## src/rtl/arb_pkg.sv

```systemverilog
// Shared types and helpers for the round-robin arbiter.
package arb_pkg;

  localparam int unsigned MAX_N = 32;

  typedef enum logic [0:0] {
    IDLE  = 1'b0,
    GRANT = 1'b1
  } arb_state_e;

  // Width helper that never returns zero, so single-value counters stay legal.
  function automatic int unsigned clog2_min1(input int unsigned v);
    return (v <= 1) ? 1 : $clog2(v);
  endfunction

  function automatic logic [MAX_N-1:0] onehot(input int unsigned id, input int unsigned n);
    logic [MAX_N-1:0] r;
    r = '0;
    if (id < n) r[id] = 1'b1;
    return r;
  endfunction

endpackage

```

## src/rtl/rr_pick.sv

```systemverilog
// Rotating priority encoder: first set request at or after start_i, wrapping.
module rr_pick
  import arb_pkg::*;
#(
  parameter int N    = 4,
  parameter int ID_W = clog2_min1(N)
) (
  input  logic [N-1:0]    req_i,
  input  logic [ID_W-1:0] start_i,
  output logic [ID_W-1:0] win_id_o,
  output logic            win_valid_o
);

  logic [2*N-1:0] dbl;
  logic [2*N-1:0] mask;
  logic [2*N-1:0] masked;

  // Duplicate the request vector, blank bits below start, take the lowest survivor.
  always_comb begin
    dbl         = {req_i, req_i};
    mask        = '0;
    for (int i = 0; i < 2*N; i++) mask[i] = (i >= int'(start_i));
    masked      = dbl & mask;
    win_id_o    = '0;
    win_valid_o = 1'b0;
    for (int i = 2*N-1; i >= 0; i--) begin
      if (masked[i]) begin
        win_valid_o = 1'b1;
        win_id_o    = ID_W'(i % N);
      end
    end
  end

endmodule

```

## src/rtl/rr_arbiter_n.sv

```systemverilog
// N-way round-robin arbiter with registered one-hot grant and bounded grant hold.
module rr_arbiter_n
  import arb_pkg::*;
#(
  parameter  int N        = 4,
  parameter  int MAX_HOLD = 4,
  localparam int ID_W     = clog2_min1(N)
) (
  input  logic            clk,
  input  logic            rst,
  input  logic [N-1:0]    request,
  output logic [N-1:0]    grant,
  output logic            grant_valid,
  output logic [ID_W-1:0] grant_id
);

  localparam int HOLD_W    = clog2_min1(MAX_HOLD + 1);
  localparam int HOLD_LIM  = (MAX_HOLD == 0) ? 0 : MAX_HOLD - 1;
  localparam bit UNLIMITED = (MAX_HOLD == 0);

  arb_state_e        state_q, state_d;
  logic [N-1:0]      grant_q, grant_d;
  logic              valid_q;
  logic [ID_W-1:0]   id_q, id_d;
  logic [ID_W-1:0]   last_q, last_d;
  logic [HOLD_W-1:0] hold_q, hold_d;

  logic [ID_W-1:0]   start;
  logic [N-1:0]      pick_req;
  logic              owner_req;
  logic [ID_W-1:0]   win_id;
  logic              win_valid;

  // Search starts after the last winner; the current owner is excluded so it ranks last.
  always_comb begin
    start     = (last_q == ID_W'(N-1)) ? '0 : last_q + 1'b1;
    pick_req  = request;
    owner_req = request[id_q];
    if (state_q == GRANT) pick_req[id_q] = 1'b0;
  end

  rr_pick #(.N(N), .ID_W(ID_W)) u_pick (
    .req_i       (pick_req),
    .start_i     (start),
    .win_id_o    (win_id),
    .win_valid_o (win_valid)
  );

  // Next-state: keep, rotate, hand over or release the grant.
  always_comb begin
    state_d = state_q;
    grant_d = grant_q;
    id_d    = id_q;
    last_d  = last_q;
    hold_d  = hold_q;
    case (state_q)
      IDLE: begin
        grant_d = '0;
        if (win_valid) begin
          state_d = GRANT;
          grant_d = N'(onehot(int'(win_id), N));
          id_d    = win_id;
          last_d  = win_id;
          hold_d  = '0;
        end
      end
      GRANT: begin
        if (owner_req) begin
          if (UNLIMITED || hold_q < HOLD_W'(HOLD_LIM)) begin
            if (!UNLIMITED) hold_d = hold_q + 1'b1;
          end else if (win_valid) begin
            grant_d = N'(onehot(int'(win_id), N));
            id_d    = win_id;
            last_d  = win_id;
            hold_d  = '0;
          end
        end else if (win_valid) begin
          grant_d = N'(onehot(int'(win_id), N));
          id_d    = win_id;
          last_d  = win_id;
          hold_d  = '0;
        end else begin
          state_d = IDLE;
          grant_d = '0;
          hold_d  = '0;
        end
      end
      default: begin
        state_d = IDLE;
        grant_d = '0;
        hold_d  = '0;
      end
    endcase
  end

  // State and output registers; reset drops any grant immediately.
  always_ff @(posedge clk or posedge rst) begin
    if (rst) begin
      state_q <= IDLE;
      grant_q <= '0;
      valid_q <= 1'b0;
      id_q    <= '0;
      last_q  <= ID_W'(N-1);
      hold_q  <= '0;
    end else begin
      state_q <= state_d;
      grant_q <= grant_d;
      valid_q <= |grant_d;
      id_q    <= id_d;
      last_q  <= last_d;
      hold_q  <= hold_d;
    end
  end

  assign grant       = grant_q;
  assign grant_valid = valid_q;
  assign grant_id    = id_q;

endmodule

```

## config.mk

```make
export PLATFORM = sky130hd
export DESIGN_NAME = rr_arbiter_n
export DESIGN_NICKNAME = d
export VERILOG_FILES = /design/src/rtl/arb_pkg.sv /design/src/rtl/rr_pick.sv /design/src/rtl/rr_arbiter_n.sv
export SDC_FILE = /design/constraint.sdc
export NUM_CORES = 1
export LEC_CHECK = 0
export BUFFER_PORTS_ARGS = -buffer_cell sky130_fd_sc_hd__buf_2
export CELL_PAD_IN_SITES_DETAIL_PLACEMENT = 0
export CELL_PAD_IN_SITES_GLOBAL_PLACEMENT = 1
export CORE_MARGIN = 1
export CORE_UTILIZATION = 43
export DETAILED_ROUTE_END_ITERATION = 8
export PLACE_DENSITY = 0.78
export SLEW_MARGIN = 20
export SYNTH_ARGS = -nofsm -noshare
export SYNTH_HDL_FRONTEND = slang
export SYNTH_HIERARCHICAL = 1
export SYNTH_SLANG_ARGS = --single-unit
```

## constraint.sdc

```tcl
create_clock -name clk -period 6.1 [get_ports clk]
set_input_delay 0.61 -clock clk [delete_from_list [all_inputs] [get_ports clk]]
set_output_delay 0.61 -clock clk [all_outputs]
set_load 0.02 [all_outputs]
```

==> reports/metrics.yaml <==
async_flop_share: 1.00
period_share: 0.353
antenna_found_initial: 0
fin_nets: 89
status: "finished, final reports clean"
track_usage: 0.183
syn_area_um2: 706
fillCellCount: 150
reg2reg_to: "grant_id[1]"
r2r_cells: 6
finalSetupTns_ns: 0
cts_resized: 0
clkPwrFrac: 0.107
final_util: 0.530
arrival_ns: 2.31
slew_headroom: 0.598
clock_latency_ns: 0.27
synth.area.top_cells: "dfrtp_1 (39%), dfstp_2 (7.4%), mux2_2 (6.4%)"
initial_core_util: 0.463
setup_ws_ns: 3.95
p_sw_frac: 0.429
stdcell_area_um2: 808
grt_pass1_vias: 530
grt_pass1_wl_mm: 2.36
synth_ff_type: "dfrtp_1"
drv_slew: 0
holdBufCountCts: 0
use_met1: 0.244
met2_usage: 0.252
cts_tree: "yes"
row_count: 14
grt.busiest_layer: "met2"
gp_congestion: 0.801
die_area_um2: 1810
worstMarginPinSlew_ns: 0.604
diodes: 0
synth.most_common_cell: "dfrtp_1"
synth_top_area_frac: 0.390
crit_path_start_kind: "register"
synthToLayoutAreaGrowth_pct: 14.5
cts_root_buf: "clkbuf_4"
ys_seq_elements: 13
path_clk_slew_ns: 0.07
synth_edf_count: 0
critPathRequiredTime_ns: 6.26
ant_nets: 0
r2r_setup_slack_ns: 3.95
critPathLaunch: "state_q"
die_w_um: 42.5
crit_path_max_fanout: 9
drc: 0
syn_inst: 66
initialDrtViolationCount: 15
ys_seq_area_frac: 0.465
hp-class: "in2async"
synth.yosys.warnings: 6
ir_drop_v: 0.000240
hold_violations: 0
wl_mm: 1.30
fp.dieH_um: 42.5
cts_made_buffers: 3
internal-power_uw: 274
placement.io_buffers: 12
rsz0062_at_grt: "no"
fmax_mhz: 465
cts_max_level: 1
first_pass_iters: 4
drive_gt1_frac: 0.296
min_period_ns: 2.15
yosys.area.top_type: "dfrtp_1"
whs_ns: 0.336
switchingPower_uw: 206
synth_cell_type_count: 30
grt_overflow_total: 0
vias_per_cell: 5.66
r2r-start: "state_q"
power_leakage_uw: 0.000388
grt_use_met3: 0.0776
synthesis.nets: 73
cap_violations: 0
grt_max_degree: 14
synth_top_cells_by_count: "dfrtp_1 (11), inv_1 (7), nand2_1 (6)"
place_hpwl_um: 991
endpoint_kind: "register"
dpl_cell_area_um2: 782
cts.sinks: 13
core_area_um2: 1520
power.density_nw_per_um2: 593
p_seq_frac: 0.338
vias: 549
critPathKind: "reg2reg"
cts_max_path_buffers: 2
io_pins: 13
pre_cts_slack_ns: 3.82
syn_avg_cell_area_um2: 10.7
clock_skew_ns: 0.00271
routedWlPerCell_um: 13.4
finalSetupViolCount: 0
combinationalPowerShare: 0.554
post_cts_buffers: 0
-- metrics by stage --
| step | total power [µW] | instances |
|---|---|---|
| after floorplan | 372 | 66 |
| after global routing | 524 | 97 |
| final | 479 | 97 |
| after global placement | 431 | 93 |
| after CTS | 487 | 97 |
| after detailed placement | 433 | 93 |
-- power groups by stage --
| stage | clock network (µW) | logic (µW) | registers (µW) |
|---|---|---|---|
| CTS | 54.6 | 269 | 163 |
| global route | 57.8 | 296 | 171 |
| floorplan | 0 | 194 | 177 |
| detailed placement | 0 | 269 | 165 |
| global placement | 0 | 267 | 164 |
| finish | 51.5 | 266 | 162 |
-- registers in the layout (all words and copies together) (netlist names) --
register,cells
hold_q,3
grant_id,2
grant,4
state_q,1
grant_valid,1
last_q,2
-- kinds of logic after synthesis --
logic type	count (synthesis)	share of synthesized area
compound gates	22	0.254
simple gates	15	0.0993
flops	13	0.465
buf+inv	8	0.0426
mux	6	0.110
xor+xnor	1	0.0124
fa+ha+maj	1	0.0177
-- area by class of cell --
cell class / instances / area [µm²] / area share
inverter: 7 / 26.3 / 0.0325
multi-input combinational: 45 / 348 / 0.430
tap: 16 / 20.0 / 0.0248
timing repair buffer: 12 / 60.1 / 0.0743
sequential: 13 / 328 / 0.406
clock buffer: 4 / 26.3 / 0.0325
-- how the worst max path moves through the flow --
stage | cells after the start | end
2_1_floorplan | 7 | grant_id[0]
3_3_place_gp | 7 | grant[0]
3_5_place_dp | 7 | grant[0]
4_1_cts | 6 | grant_id[1]
5_1_grt | 7 | grant[0]
6_report | 6 | grant_id[1]
-- cell usage in the layout (no fill, tap or decap), types with 3 or more instances in the layout --
master     n
mux2_2     4
nor2_1     4
clkbuf_4   3
buf_2     12
nand2_1    6
a32o_1     4
a21oi_1    5
inv_1      7
dfrtp_1   11
-- per-layer routing --
layer | routed length, µm | share of wire
met1 | 636 | 0.49
met2 | 586 | 0.45
met3 | 57 | 0.044
met4 | 23 | 0.018
met5 | 0 | 0
-- worst max-delay path: stages, from the launching register on --
cell and delay (ns):
dfrtp_1 0.48, inv_1 0.12, o31a_2 0.34, or4_1 0.50, inv_1 0.19, a31oi_4 0.09
mux2_2 0.31
Power figures use the tool's default switching activity.
